File: config.mk
export PLATFORM = sky130hd
export DESIGN_NAME = alu_exec_unit
export DESIGN_NICKNAME = d
export VERILOG_FILES = /design/src/rtl/alu_exec_unit_pkg.sv /design/src/rtl/alu_exec_unit_comb_ops.sv /design/src/rtl/alu_exec_unit.sv
export SDC_FILE = /design/constraint.sdc
export NUM_CORES = 1
export LEC_CHECK = 0
export ABC_AREA = 1
export CELL_PAD_IN_SITES_DETAIL_PLACEMENT = 0
export CELL_PAD_IN_SITES_GLOBAL_PLACEMENT = 2
export CORE_MARGIN = 4
export CORE_UTILIZATION = 31
export CTS_BUF_LIST = sky130_fd_sc_hd__clkbuf_16
export DETAILED_ROUTE_END_ITERATION = 10
export PLACE_DENSITY = 0.81
export SLEW_MARGIN = 25
export SYNTH_ARGS = -nofsm -noshare
export SYNTH_HDL_FRONTEND = slang
export SYNTH_SLANG_ARGS = --single-unit
File: constraint.sdc
create_clock -name clk -period 2.2 [get_ports clk]
set_clock_uncertainty 0.15 [all_clocks]
set_input_delay 0.33 -clock clk [delete_from_list [all_inputs] [get_ports clk]]
set_output_delay 0.33 -clock clk [all_outputs]
set_load 0.02 [all_outputs]
File: src/rtl/alu_exec_unit_pkg.sv
// Shared ALUop codes, FSM state encoding and op-class helper for the execute-stage ALU.
// Used by both the ALU decoder and alu_exec_unit.
package alu_exec_unit_pkg;

  localparam int WIDTH_DEF   = 32;
  localparam int SHAMT_W_DEF = 5;

  localparam logic [3:0] ALUOP_SLT  = 4'b0010;
  localparam logic [3:0] ALUOP_SLTU = 4'b0011;
  localparam logic [3:0] ALUOP_ADD  = 4'b0110;
  localparam logic [3:0] ALUOP_LUI  = 4'b0111;
  localparam logic [3:0] ALUOP_XOR  = 4'b1000;
  localparam logic [3:0] ALUOP_OR   = 4'b1001;
  localparam logic [3:0] ALUOP_AND  = 4'b1010;
  localparam logic [3:0] ALUOP_SLL  = 4'b1011;
  localparam logic [3:0] ALUOP_SRA  = 4'b1100;
  localparam logic [3:0] ALUOP_SRL  = 4'b1101;
  localparam logic [3:0] ALUOP_SUB  = 4'b1110;

  typedef enum logic [1:0] {
    ST_IDLE  = 2'd0,
    ST_SHIFT = 2'd1,
    ST_DONE  = 2'd2
  } state_e;

  function automatic logic is_shift_op(input logic [3:0] op);
    return (op == ALUOP_SLL) || (op == ALUOP_SRA) || (op == ALUOP_SRL);
  endfunction

endpackage

File: src/rtl/alu_exec_unit_comb_ops.sv
// Single-cycle ALU datapath: add/sub, compares, logic ops, LUI and illegal-code decode.
// Shift codes are legal here but produce 0; the parent unit owns the shifter.
module alu_comb_ops
  import alu_exec_unit_pkg::*;
#(
  parameter int WIDTH = WIDTH_DEF
) (
  input  logic [3:0]       i_op,
  input  logic [WIDTH-1:0] i_a,
  input  logic [WIDTH-1:0] i_b,
  output logic [WIDTH-1:0] o_result,
  output logic             o_illegal
);

  // NOTE: every output gets a default before the case so no path can infer a latch.
  always_comb begin
    o_result  = '0;
    o_illegal = 1'b0;
    case (i_op)
      ALUOP_SLT:  o_result = {{(WIDTH-1){1'b0}}, ($signed(i_a) < $signed(i_b))};
      ALUOP_SLTU: o_result = {{(WIDTH-1){1'b0}}, (i_a < i_b)};
      ALUOP_ADD:  o_result = i_a + i_b;
      ALUOP_SUB:  o_result = i_a - i_b;
      ALUOP_LUI:  o_result = i_b;
      ALUOP_XOR:  o_result = i_a ^ i_b;
      ALUOP_OR:   o_result = i_a | i_b;
      ALUOP_AND:  o_result = i_a & i_b;
      ALUOP_SLL, ALUOP_SRA, ALUOP_SRL: o_result = '0;
      default:    o_illegal = 1'b1;
    endcase
  end

endmodule

File: src/rtl/alu_exec_unit.sv
// Execute-stage ALU with valid/ready on both sides: 1-cycle ops, iterative 1-bit/cycle shifts.
// Define ALU_BARREL_SHIFT_EN to replace the iterative shifter with a 1-cycle barrel shifter.
module alu_exec_unit
  import alu_exec_unit_pkg::*;
#(
  parameter int WIDTH   = WIDTH_DEF,
  parameter int SHAMT_W = SHAMT_W_DEF
) (
  input  logic             clk,
  input  logic             rst,
  input  logic             in_valid,
  output logic             in_ready,
  input  logic [3:0]       alu_op,
  input  logic [WIDTH-1:0] op_a,
  input  logic [WIDTH-1:0] op_b,
  output logic             out_valid,
  input  logic             out_ready,
  output logic [WIDTH-1:0] result,
  output logic             illegal
);

  state_e             r_state;
  logic               r_out_valid;
  logic [WIDTH-1:0]   r_result;
  logic               r_illegal;

  logic               w_accept;
  logic               w_is_shift;
  logic [SHAMT_W-1:0] w_shamt;
  logic [WIDTH-1:0]   w_comb_result;
  logic               w_comb_illegal;

  alu_comb_ops #(.WIDTH(WIDTH)) u_comb_ops (
    .i_op      (alu_op),
    .i_a       (op_a),
    .i_b       (op_b),
    .o_result  (w_comb_result),
    .o_illegal (w_comb_illegal)
  );

  // A finished result being drained frees the unit for a new op in the same cycle.
  assign in_ready   = ~rst & ((r_state == ST_IDLE) | ((r_state == ST_DONE) & out_ready));
  assign w_accept   = in_valid & in_ready;
  assign w_is_shift = is_shift_op(alu_op);
  assign w_shamt    = op_b[SHAMT_W-1:0];

`ifdef ALU_BARREL_SHIFT_EN
  logic [WIDTH-1:0] w_barrel;

  always_comb begin
    w_barrel = op_a;
    case (alu_op)
      ALUOP_SLL: w_barrel = op_a << w_shamt;
      ALUOP_SRL: w_barrel = op_a >> w_shamt;
      ALUOP_SRA: w_barrel = $signed(op_a) >>> w_shamt;
      default:   w_barrel = op_a;
    endcase
  end
`else
  logic [SHAMT_W-1:0] r_cnt;
  logic [3:0]         r_op;
`endif

  // NOTE: all state here is updated with non-blocking assignments so every register
  // samples the pre-edge values, independent of statement order.
  always_ff @(posedge clk or posedge rst) begin
    if (rst) begin
      r_state     <= ST_IDLE;
      r_out_valid <= 1'b0;
      r_result    <= '0;
      r_illegal   <= 1'b0;
`ifndef ALU_BARREL_SHIFT_EN
      r_cnt       <= '0;
      r_op        <= '0;
`endif
    end else if (w_accept) begin
      r_illegal <= w_comb_illegal;
      if (w_is_shift) begin
`ifdef ALU_BARREL_SHIFT_EN
        r_result    <= w_barrel;
        r_out_valid <= 1'b1;
        r_state     <= ST_DONE;
`else
        // r_result doubles as the shift register while the op is in flight.
        r_result <= op_a;
        r_op     <= alu_op;
        r_cnt    <= w_shamt;
        if (w_shamt == '0) begin
          r_out_valid <= 1'b1;
          r_state     <= ST_DONE;
        end else begin
          r_out_valid <= 1'b0;
          r_state     <= ST_SHIFT;
        end
`endif
      end else begin
        r_result    <= w_comb_result;
        r_out_valid <= 1'b1;
        r_state     <= ST_DONE;
      end
    end else begin
      case (r_state)
        ST_DONE: begin
          if (out_ready) begin
            r_out_valid <= 1'b0;
            r_state     <= ST_IDLE;
          end
        end
`ifndef ALU_BARREL_SHIFT_EN
        ST_SHIFT: begin
          case (r_op)
            ALUOP_SLL: r_result <= {r_result[WIDTH-2:0], 1'b0};
            ALUOP_SRL: r_result <= {1'b0, r_result[WIDTH-1:1]};
            default:   r_result <= {r_result[WIDTH-1], r_result[WIDTH-1:1]};
          endcase
          r_cnt <= r_cnt - SHAMT_W'(1);
          if (r_cnt == SHAMT_W'(1)) begin
            r_out_valid <= 1'b1;
            r_state     <= ST_DONE;
          end
        end
`endif
        default: ;
      endcase
    end
  end

  assign out_valid = r_out_valid;
  assign result    = r_result;
  assign illegal   = r_illegal;

endmodule

# Word-level counts from Yosys, hierarchy flattened
# Index checks and enable logic that the tools add are counted.
# op_classes
addsub	3
n_lt_le_gt_ge	2
n_eq_ne	19
n_mux	21
bitwise	8
reduce_logical	12
# ops
cell	count
one-hot mux 32 bit (8 select lines)	1
two-way mux 32 bit	3
less-than comparator 32 bit	2
one-hot mux 32 bit (2 select lines)	1
equality test 4 bit, second input constant	9
adder 32 bit	1
AND 32 bit	1
OR 32 bit	1
subtractor 32 bit	1
bitwise XOR 32 bit	1
two-way mux 5 bit	3
OR reduction 11 bit	1
two-way mux 2 bit	5
equality test 4 x 2 -> 1 bit, second input constant	2
equality test 4 x 3 -> 1 bit, second input constant	2
two-way mux 1 bit	6
!= test 3 bit, second input constant	2
AND reduction 2 bit	3
nonzero test 3 bit	2
equality test 5 x 1 -> 1 bit, second input constant	1
zero test 5 bit	1
subtractor 5 x 1 -> 5 bit, second input constant	1
one-hot mux 2 bit (2 select lines)	1
AND 1 bit	3
other kinds (10)	11
# word_totals
reg_bits	45
out_inout_bits	35
word_cells	72

# Logic depth before layout (Yosys ltp)
# Gate-level depths: netlist of the first run.
# logic_depth
word_depth	7
ltp_mapped	17

# Hierarchy
# From an unflattened synthesis of the first run, not the netlist that was laid out.
# unflattened
cells_unflattened	1770
area_unflattened_um2	9591.7
# modules_own_cells
mod	instances	cells_per_inst	area_each_um2
alu_comb_ops	1	1302	6495.0
alu_exec_unit	1	468	3096.7

# Worst setup path before layout of the first run
# Ideal clock, no wire load.
# synth_timing
kind	in2reg
startpoint	in op_a[0]
endpoint	reg r_result[28] (netlist: result[28])
setup_time_ns	0.126
t_arrival_ns	1.873
required_ns	1.924
path_slack_ns	0.051
stages	14
path_cell_list	ha_1 -> fa_1 -> nand3_1 -> nand3_2 -> nand2_1 -> nand2_1 -> nand2_1 -> nand2_1 -> nand3_1 -> nand3_1 -> nand3_1 -> nand3_1 -> nand2_1 -> nand2_1
# synth_between
elab_chain_len	4
# synth_rtl
item	line_no	source
start, declared	alu_exec_unit.sv:14	input logic [WIDTH-1:0] op_a,
subtractor 32 bit / adder 32 bit (equally long branches)	alu_exec_unit_comb_ops.sv:23, alu_exec_unit_comb_ops.sv:22	
one-hot mux 32 bit (8 select lines) *	alu_exec_unit_comb_ops.sv:19	case (i_op)
two-way mux 32 bit *	alu_exec_unit.sv:78	if (w_is_shift) begin
two-way mux 32 bit *	alu_exec_unit.sv:76	end else if (w_accept) begin
end signal, assigned	alu_exec_unit.sv:85	r_result <= op_a;
end signal, assigned	alu_exec_unit.sv:97	r_result <= w_comb_result;
end signal, assigned	alu_exec_unit.sv:112	ALUOP_SLL: r_result <= {r_result[WIDTH-2:0], 1'b0};
end, declared	alu_exec_unit.sv:24	logic [WIDTH-1:0] r_result;
# Every way passes the cells marked *; elsewhere a longest branch is shown, timed or not.
# A chain may end at the register's enable or synchronous reset.

# Final worst setup path of the first run
# layout_timing
startpoint	in out_ready
endpoint	reg r_result[27] (netlist: result[27])
# layout_between
elab_chain_len	5
# layout_rtl
item	line_no	source
start, declared	alu_exec_unit.sv:17	input logic out_ready,
AND 1 bit *	alu_exec_unit.sv:42	assign in_ready = ~rst & ((r_state == ST_IDLE) | ((r_state == ST_DONE) & out_ready));
OR 1 bit *	alu_exec_unit.sv:42	
AND 1 bit *	alu_exec_unit.sv:42	
AND 1 bit *	alu_exec_unit.sv:43	assign w_accept = in_valid & in_ready;
two-way mux 32 bit / nonzero test 2 bit (equally long branches)	-	
# Marked as above.

==> results.json, run 1 <==
{
  "io_pins": 107,
  "routedWlPerCell_um": 19.93,
  "rr_startpoint": "r_state[1]$_DFFE_PP0P_",
  "hp-class": "input port to register",
  "min_to": "result[16]$_DFFE_PP0P_",
  "total_power_w": 0.008087,
  "outcome": "finished, final reports clean",
  "critPathTopFamily": "buffers and inverters",
  "path_cells": "clkdlybuf4s50_1 > o21ai_1 > nor2_1 > nand2_2 > nand2_1 > inv_2 > buf_4 > a221oi_2 > nand2_1",
  "min_period_over_period": 0.9769,
  "cts-htree-levels": 2,
  "yosysWarnings": 0,
  "grt_pass1_wl_mm": 72.03,
  "synthTopCellsByArea": "nand2_1 (17%), ha_1 (15%), dfrtp_1 (12%)",
  "setup_tns_ns": 0,
  "cts_hold_buf": 0,
  "slew_headroom": 0.6611,
  "ys_types": 52,
  "clock_path_buffers": 2,
  "synth_edf_count": 0,
  "r2r_cells": 9,
  "gp_congestion": 0.9927,
  "hp-start": "op_a[16]",
  "syn_area_per_cell_um2": 5.842,
  "nNetsFinal": 2258,
  "crit_top_cell": "nand2_1",
  "firstDrtPassIters": 5,
  "synth_area_um2": 8974,
  "die_w_um": 178.1,
  "timing.rr.end": "result[27]$_DFFE_PP0P_",
  "hold_slack_ns": 0.2501,
  "fmax_mhz": 465.3,
  "critPathBufInv": 3,
  "place.port_buffers": 106,
  "yosysMostFrequentCell": "nand2_1",
  "ant_nets": 0,
  "hold_depth": 4,
  "cpMaxStageDelayCell": "clkdlybuf4s50_1",
  "dr.first_iter.drc_count": 1235,
  "setup_slack_ns": 0.05074,
  "synth_nets": 1715,
  "area_delta_synth_final_pct": 80.58,
  "hold_violations": 0,
  "antenna_found_initial": 0,
  "die_area_um2": 31730,
  "ys.flop_type": "dfrtp_1",
  "place_inst": 2392,
  "die_height_um": 178.1,
  "cts.clk_slew.worst_paths_ns": 0.08,
  "endpoint_kind": "register",
  "drive_gt1_frac": 0.4933,
  "antenna_cells": 0,
  "cts-buffers-inserted": 5,
  "cp.required_ns": 2.24,
  "max_stage_delay_ns": 0.48,
  "drc": 0,
  "clock-sinks": 44,
  "layoutNonFillerInstCount": 2464,
  "avgViaCountPerCell": 5.146,
  "syn-instance-count": 1536,
  "dpl_worst_slack_ns": -1.019,
  "final_max_slew_viol_count": 0,
  "core_area_um2": 28630,
  "synth_seq_cells": 44,
  "peakVddDrop_uv": 430.6,
  "powerDensity_nw_per_um2": 499.1,
  "track_usage": 0.2994,
  "drv_cap": 0,
  "first_global_vias": 12270,
  "gr-total-overflow": 0,
  "vias": 12680,
  "period_needed_ns": 2.149,
  "r2r_setup_slack_ns": 0.07,
  "wirelength_mm": 49.10,
  "dp_hpwl_mm": 40.28,
  "cts_tree": "done",
  "num_rows": 62,
  "setup_viol": 0,
  "rsz0062_at_grt": "yes",
  "startpoint_type": "input port",
  "synth_commonest_cells": "nand2_1 (415), inv_1 (252), nand3_1 (134)",
  "grt_start_max_net_pins": 26,
  "worstPathMaxFanout": 5,
  "cts_root_buf": "clkbuf_16",
  "synth_top_cell_by_area": "nand2_1",
  "initial_core_util": 0.3135,
  "clk_latency_ns": 0.31,
  "p_leak_nw": 8.173,
  "synthDominantCellAreaShare": 0.1736,
  "crit_type": "input port to register",
  "async_flop_share": 1.000,
  "max_slew.worst_pin.slew_ns": 0.5084,
  "worstPathArrival_ns": 2.18,
  "ys_seq_area_frac": 0.1227
}
flip-flops by register name, summed over array words and instances, names as in the netlist:
name,count
r_state,2
illegal,1
r_op,4
result,32
r_cnt,5
worst max path at each step:
stage | from | end | slack [ns] | depth (start not counted)
detailed placement | op_b[16] | result[20]$_DFFE_PP0P_ | -1.02 | 16
floorplan | op_a[0] | result[28]$_DFFE_PP0P_ | 0.05 | 14
global route | op_a[7] | result[31]$_DFFE_PP0P_ | -0.06 | 17
finish | out_ready | result[27]$_DFFE_PP0P_ | 0.05 | 9
global placement | op_b[20] | result[24]$_DFFE_PP0P_ | -1.02 | 14
CTS | op_b[31] | result[0]$_DFFE_PP0P_ | 0.0007 | 14
timing repair:
item / CTS / global route
buffers inserted: 41 / 25
pin swaps: 118 / 138
setup endpoints to repair: 30 / 30
endpoints found under the hold margin: 0 / 0
resized for setup: 501 / 283
power by group:
part / switching (W) / internal, W
Clock: 0.000403 / 0.000542
Sequential: 0.000337 / 0.00112
Combinational: 0.00314 / 0.00255
Total: 0.00388 / 0.00421
cells by family (layout without fill, tap and decap cells):
group                      after synthesis  count (layout)  share of synthesized area
AOI/OAI and AO/OA                      287             287                     0.1986
xor gates and xnor gates                10              10                   0.009761
adders and majority gates              107             107                     0.1509
buffers and inverters                  330             874                     0.1514
DFF                                     44              44                     0.1227
and+or+nand+nor                        758             758                     0.3667
worst reg2reg max path, cell delays in order, from the launching register on:
cell      delay, ns
dfrtp_1        0.42
inv_1          0.09
o21ai_1        0.06
nor2_1         0.14
nand2_2        0.08
nand2_1        0.23
inv_2          0.11
buf_4          0.17
a221oi_2       0.47
nand2_1        0.10
metal layers:
metal	GRT usage	share of wire	up-vias
met3	0.06062	0.10	54
met4	0.06703	0.020	0
met1	0.4358	0.45	6006
met2	0.4537	0.43	500
li1	-	-	6119
met5	0.009615	0	-
placed cells by master (no fill, tap or decap), types with 7 or more instances in the layout:
master           synthesis  layout
a21oi_1                 73      24
a21oi_2                  2      37
a21oi_4                  2      16
a221oi_1                44      34
a221oi_2                 0       9
buf_12                   0      13
buf_2                   30       8
buf_4                   13     449
buf_6                    3      26
clkbuf_2                 1      24
clkdlybuf4s15_1          0       8
clkdlybuf4s50_1          0      37
dfrtp_1                 44      44
dlygate4sd2_1            0      19
ha_1                   105      56
ha_2                     0       9
ha_4                     0      40
inv_1                  252     161
inv_2                   19     101
inv_4                    0       7
nand2_1                415     322
nand2_2                 19      83
nand2_4                  3      31
nand3_1                134      87
nand3_2                  3      43
nand3_4                  0       7
nand4_1                 22      22
nor2_1                 118      67
nor2_2                  11      33
nor2_4                   3      32
nor3_1                  16       7
o21ai_0                 79      51
o21ai_1                 14      31
o21ai_2                  1      10
o22ai_1                 35      35
xor2_1                   9       9
stage by stage:
step | instance area [µm²] | utilization
2_1_floorplan | 8974 | -
3_3_place_gp | 13490 | 0.4712
3_5_place_dp | 13490 | 0.4712
4_1_cts | 15380 | 0.5372
5_1_grt | 16200 | 0.5661
6_report | 16200 | 0.5661
area by class of cell:
| cell class | count | area (µm²) |
|---|---|---|
| fill | 2809 | 12420 |
| multi-input combinational | 1162 | 8567 |
| timing repair buffer | 594 | 4836 |
| sequential | 44 | 1101 |
| inverter | 272 | 1049 |
| tap | 384 | 480.5 |
| clock buffer | 5 | 125.1 |
| clock inverter | 3 | 46.29 |
(Power assumes the default switching activity.)
==> inputs of run 2 (changes only) <==
==> constraint.sdc (replaced) <==
create_clock -name clk -period 2 [get_ports clk]
set_clock_uncertainty 0.15 [all_clocks]
set_input_delay 0.3 -clock clk [delete_from_list [all_inputs] [get_ports clk]]
set_output_delay 0.3 -clock clk [all_outputs]
set_load 0.02 [all_outputs]
==> run 2 against run 1 <==
Compared with the run above:
- the flow now finishes with violations (negative setup slack)
- highest routed layer unchanged
- design area up 6.6%
- total power up 13%
- core utilization up 3.7 points
- sequential share of layout area down 0.42 points
- sequential cell count unchanged
==> results.json, run 2 (same netlist as run 1, synthesis figures left out) <==
{
  "path_cells": "buf_8 > ha_4 > fa_2 > nand3_2 > nand3_4 > nand2_2 > nand2_2 > buf_6 > nand4_1 > nand4_1 > nand3_2 > nand3_4 > nand2_2 > nand2_2",
  "crit_type": "input port to register",
  "p_switching_w": 0.004306,
  "internal_power_w": 0.004827,
  "cts-htree-levels": 2,
  "timing.rr.end": "result[18]$_DFFE_PP0P_",
  "final_max_slew_viol_count": 0,
  "cts-buffers-inserted": 5,
  "p_leak_nw": 8.523,
  "largest_register_ffs": 32,
  "gr-total-overflow": 0,
  "routedWlPerCell_um": 19.81,
  "die_area_um2": 31730,
  "die_w_um": 178.1,
  "clkPwrFrac": 0.111,
  "crit_top_cell": "nand2_2",
  "drv_cap": 0,
  "hold_violations": 0,
  "hp-start": "op_a[20]",
  "r2r_cells": 7,
  "drive_gt1_frac": 0.5598,
  "grt_start_max_net_pins": 45,
  "clock_path_buffers": 2,
  "violations": "negative setup slack",
  "first_global_vias": 12320,
  "fill_cells": 2582,
  "max_slew.worst_pin.slew_ns": 0.4673,
  "startpoint_type": "input port",
  "fmax_mhz": 483.2,
  "setup_tns_ns": -0.3814,
  "peakVddDrop_uv": 438.1,
  "rsz0062_at_grt": "yes",
  "final_cell_mix": "buf_4 (426), nand2_1 (279), inv_1 (144), nand2_2 (111), inv_2 (95)",
  "nNetsFinal": 2270,
  "outcome": "finished with violations",
  "cts_root_buf": "clkbuf_16",
  "initial_core_util": 0.3135,
  "ant_nets": 0,
  "worstPathArrival_ns": 2.11,
  "hp-class": "input port to register",
  "antenna_cells": 0,
  "num_rows": 62,
  "place.port_buffers": 106,
  "r2r_setup_slack_ns": 0.07,
  "p_comb_frac": 0.721,
  "powerDensity_nw_per_um2": 528.7,
  "worstPathMaxFanout": 4,
  "clk_latency_ns": 0.29,
  "io_pins": 107,
  "hold_depth": 4,
  "rr_startpoint": "r_op[2]$_DFFE_PP0P_",
  "track_usage": 0.2972,
  "dr.first_iter.drc_count": 1081,
  "grt_pass1_wl_mm": 71.94,
  "antenna_found_initial": 0,
  "core_area_um2": 28630,
  "slew_headroom": 0.6856,
  "avgViaCountPerCell": 5.182,
  "firstDrtPassIters": 8,
  "cts.clk_slew.worst_paths_ns": 0.07,
  "cp.required_ns": 2.04,
  "wirelength_mm": 49.06,
  "area_delta_synth_final_pct": 92.50,
  "mostFrequentLayoutCell": "buf_4",
  "seqPwrFrac": 0.169,
  "min_period_over_period": 1.035,
  "cts_tree": "done",
  "min_to": "result[20]$_DFFE_PP0P_",
  "die_height_um": 178.1,
  "drc": 0,
  "max_stage_delay_ns": 0.36,
  "endpoint_kind": "register",
  "layoutNonFillerInstCount": 2476,
  "dp_hpwl_mm": 39.38,
  "hold_slack_ns": 0.2196,
  "period_needed_ns": 2.070,
  "setup_slack_ns": -0.06968,
  "vias": 12830,
  "gp_congestion": 0.9975,
  "clock-sinks": 44,
  "dpl_worst_slack_ns": -1.242,
  "final_core_util": 0.6035,
  "netSwitchingFraction": 0.4715,
  "place_inst": 2372,
  "cpMaxStageDelayCell": "fa_2",
  "setup_viol": 14
}
[run 2: changes by cell type in the layout (fill, tap and decap cells not counted), moves of 20 or more]
cell | previous run | this run
nand3_1 | 87 | 58
nand2_2 | 83 | 111
inv_4 | 7 | 27
buf_6 | 26 | 88
clkbuf_2 | 24 | 3
nand2_1 | 322 | 279
buf_4 | 449 | 426
[run 2: critical path, delay by kind of cell]
kind / cells / cell delay, ns
AND/OR/NAND/NOR: 10 / 1.05
adder cells (fa/ha/maj): 2 / 0.52
buffers and inverters: 2 / 0.25
[run 2: per-layer routing]
metal	wire length, µm	GRT usage	share of wire	vias up
met1	22330	0.4332	0.46	6129
met4	1065	0.06155	0.022	0
met3	4018	0.04663	0.082	68
li1	-	-	-	6160
met5	0	0	0	-
met2	21640	0.4628	0.44	473
[run 2: power by group through the flow]
stage | Sequential [W] | Clock [W] | Combinational [W]
2_1_floorplan | 0.00179 | 0 | 0.00229
6_report | 0.00154 | 0.00101 | 0.00658
3_3_place_gp | 0.00154 | 0 | 0.00513
3_5_place_dp | 0.00155 | 0 | 0.00515
5_1_grt | 0.00159 | 0.00104 | 0.00703
4_1_cts | 0.00153 | 0.00102 | 0.00604
[run 2: final cells by class]
cell class                      instances  area [µm²]  area share
Clock inverter                          3       46.29    0.002680
Multi-Input combinational cell       1162        9203      0.5327
Tap cell                              384       480.5     0.02781
Sequential cell                        44        1101     0.06374
Inverter                              272        1120     0.06483
Clock buffer                            5       125.1    0.007243
Timing Repair Buffer                  606        5199      0.3010
[run 2: what timing repair did]
| item | in CTS | in global routing |
|---|---|---|
| gates resized for setup | 829 | 292 |
| hold buffers | 0 | 0 |
| gates cloned | 0 | 0 |
| setup endpoints to repair | 40 | 33 |
| setup buffers | 74 | 22 |
| pin swaps | 194 | 194 |
[run 2: how the worst max path moves through the flow]
stage / slack [ns] / to / from / cells past startpoint
2_1_floorplan: 0.006 / result[30]$_DFFE_PP0P_ / op_b[3] / 15
3_3_place_gp: -1.18 / result[26]$_DFFE_PP0P_ / op_b[15] / 15
3_5_place_dp: -1.24 / result[24]$_DFFE_PP0P_ / op_b[20] / 13
4_1_cts: -0.04 / result[27]$_DFFE_PP0P_ / op_b[15] / 16
5_1_grt: -0.13 / result[0]$_DFFE_PP0P_ / op_a[4] / 18
6_report: -0.07 / result[24]$_DFFE_PP0P_ / op_b[0] / 14
[run 2: through the flow]
stage / total power (W) / instance area, µm²
after floorplan: 0.004081 / 9031
after global placement: 0.006665 / 13470
after detailed placement: 0.006697 / 13470
after CTS: 0.008593 / 16070
after global routing: 0.009661 / 17270
final: 0.009133 / 17270
==> inputs of run 3 (changes only) <==
--- a/config.mk
+++ b/config.mk
@@ -8,11 +8,12 @@
 export ABC_AREA = 1
 export CELL_PAD_IN_SITES_DETAIL_PLACEMENT = 0
 export CELL_PAD_IN_SITES_GLOBAL_PLACEMENT = 2
-export CORE_MARGIN = 4
+export CORE_ASPECT_RATIO = 0.75
 export CORE_UTILIZATION = 31
 export CTS_BUF_LIST = sky130_fd_sc_hd__clkbuf_16
 export DETAILED_ROUTE_END_ITERATION = 10
 export PLACE_DENSITY = 0.81
+export SKIP_CTS_REPAIR_TIMING = 1
 export SLEW_MARGIN = 25
 export SYNTH_ARGS = -nofsm -noshare
 export SYNTH_HDL_FRONTEND = slang
==> run 3 against run 2 <==
Compared with the run above:
- the flow still finishes with violations (negative setup slack)
- hold slack worse by 0.0011 ns
- wire length up 5.3%
- sequential power about the same
- non-clock buffer count rose by 16
- via count is 1.1% higher
- sequential cell count stayed put
- first-iteration DRC count grew 17%
- combinational power increased by 1%
- critical endpoint is now result[31]$_DFFE_PP0P_
- largest cell class unchanged
==> results.json, run 3 (same netlist as run 1, synthesis figures left out) <==
{
  "outcome": "finished with violations",
  "violations": "negative setup slack",
  "nNetsFinal": 2286,
  "antenna_found_initial": 0,
  "min_period_over_period": 1.056,
  "routedWlPerCell_um": 20.72,
  "clock_path_buffers": 2,
  "mostFrequentLayoutCell": "buf_4",
  "first_global_vias": 11350,
  "initial_core_util": 0.3177,
  "avgViaCountPerCell": 5.203,
  "drc": 0,
  "die_w_um": 198.5,
  "slew_headroom": 0.6701,
  "cpMaxStageDelayCell": "ha_4",
  "endpoint_kind": "register",
  "area_delta_synth_final_pct": 93.60,
  "setup_slack_ns": -0.1127,
  "vias": 12970,
  "peakVddDrop_uv": 412.2,
  "die_height_um": 149.3,
  "hp-class": "input port to register",
  "stdcell_area_um2": 17370,
  "die_area_um2": 29640,
  "num_rows": 53,
  "setup_tns_ns": -1.389,
  "gr-total-overflow": 0,
  "fmax_mhz": 473.3,
  "max_stage_delay_ns": 0.22,
  "worstPathMaxFanout": 4,
  "cts.clk_slew.worst_paths_ns": 0.08,
  "hold_violations": 0,
  "cts_root_buf": "clkbuf_16",
  "place.port_buffers": 106,
  "rsz0062_at_grt": "yes",
  "clock-sinks": 44,
  "largest_register_ffs": 32,
  "wirelength_mm": 51.66,
  "firstDrtPassIters": 7,
  "final_max_slew_viol_count": 0,
  "cts-htree-levels": 2,
  "period_needed_ns": 2.113,
  "grt_pass1_wl_mm": 70.15,
  "track_usage": 0.3227,
  "gp_congestion": 1.037,
  "startpoint_type": "input port",
  "core_area_um2": 28250,
  "path_cells": "buf_4 > inv_4 > ha_4 > buf_6 > buf_12 > buf_4 > nor3_2 > buf_4 > and3_4 > nand2_4 > nand2_2 > nand2_1 > nand3_2 > nand4_1 > nand2_1 > nand2_1",
  "powerDensity_nw_per_um2": 532.3,
  "cts_tree": "done",
  "p_leak_nw": 8.732,
  "drive_gt1_frac": 0.5550,
  "clk_latency_ns": 0.30,
  "fill_cells": 2626,
  "dp_hpwl_mm": 41.69,
  "final_cell_mix": "buf_4 (449), nand2_1 (278), inv_1 (159), nand2_2 (111), inv_2 (88)",
  "grt_start_max_net_pins": 45,
  "antenna_cells": 0,
  "critPathTopFamily": "simple AND/OR/NAND/NOR gates",
  "critPathBufInv": 6,
  "worstPathArrival_ns": 2.16,
  "drv_cap": 0,
  "dr.first_iter.drc_count": 1262,
  "cp.required_ns": 2.05,
  "io_pins": 107,
  "cts-buffers-inserted": 5,
  "setup_viol": 22,
  "postPlaceCellArea_um2": 13860,
  "ant_nets": 0,
  "crit_type": "input port to register",
  "max_slew.worst_pin.slew_ns": 0.4948
}
==> run 3: path summary, 6_finish.rpt <==
path	start	to	slack (ns)	depth (start not counted)
setup / recovery	op_a[18]	result[31]$_DFFE_PP0P_	-0.11	16
hold / removal	op_b[1]	r_cnt[1]$_DFFE_PP0P_	0.22	4
setup reg to reg	r_op[2]$_DFFE_PP0P_	result[28]$_DFFE_PP0P_	-0.01	8
hold reg to reg	r_op[3]$_DFFE_PP0P_	r_op[3]$_DFFE_PP0P_	0.36	1
max in group asynchronous	rst	result[18]$_DFFE_PP0P_	1.21	3
min in group asynchronous	rst	r_state[0]$_DFFE_PP0P_	0.27	3
==> run 3: metrics by stage <==
step / instances / util / setup slack (ns) / total power [W] / hold WS, ns
floorplan: 1536 / - / 0.006176 / 0.004081 / 0.2768
global placement: 2432 / 0.4908 / -1.248 / 0.006826 / 0.3264
detailed placement: 2432 / 0.4908 / -1.247 / 0.006848 / 0.3398
CTS: 2440 / 0.4969 / -0.9457 / 0.007903 / 0.2794
global route: 2493 / 0.6150 / -0.2343 / 0.009769 / 0.2491
finish: 2493 / 0.6150 / -0.1127 / 0.009248 / 0.2185
==> run 3: power by group <==
part           total [W]  internal [W]  switching [W]
clock            0.00104      0.000597       0.000443
combinational    0.00667       0.00300        0.00366
sequential       0.00154       0.00123       0.000310
total            0.00925       0.00483        0.00442
==> run 3: area by class of cell <==
| type | instances | area (µm²) | share of cell area |
|---|---|---|---|
| inverters | 272 | 1089 | 0.06266 |
| flip-flops and latches | 44 | 1101 | 0.06338 |
| clock inverters | 3 | 46.29 | 0.002665 |
| multi-input cells | 1162 | 9191 | 0.5291 |
| well taps | 385 | 481.7 | 0.02773 |
| repair buffers | 622 | 5339 | 0.3073 |
| clock buffers | 5 | 125.1 | 0.007202 |
==> run 3: worst register-to-register path: cells and delay by family, from the launching register on <==
family / cells / cell delay [ns]
and+or+nand+nor: 2 / 0.24
DFF: 1 / 0.36
buffers and inverters: 4 / 0.52
AOI/OAI and AO/OA: 2 / 0.62
==> run 3: layer usage <==
metal / vias to the layer above / global-route usage / part of all wire
li1: 6174 / - / -
met1: 6187 / 0.5085 / 0.48
met2: 580 / 0.4218 / 0.40
met3: 30 / 0.09948 / 0.12
met4: 0 / 0.04038 / 0.0096
met5: - / 0 / 0
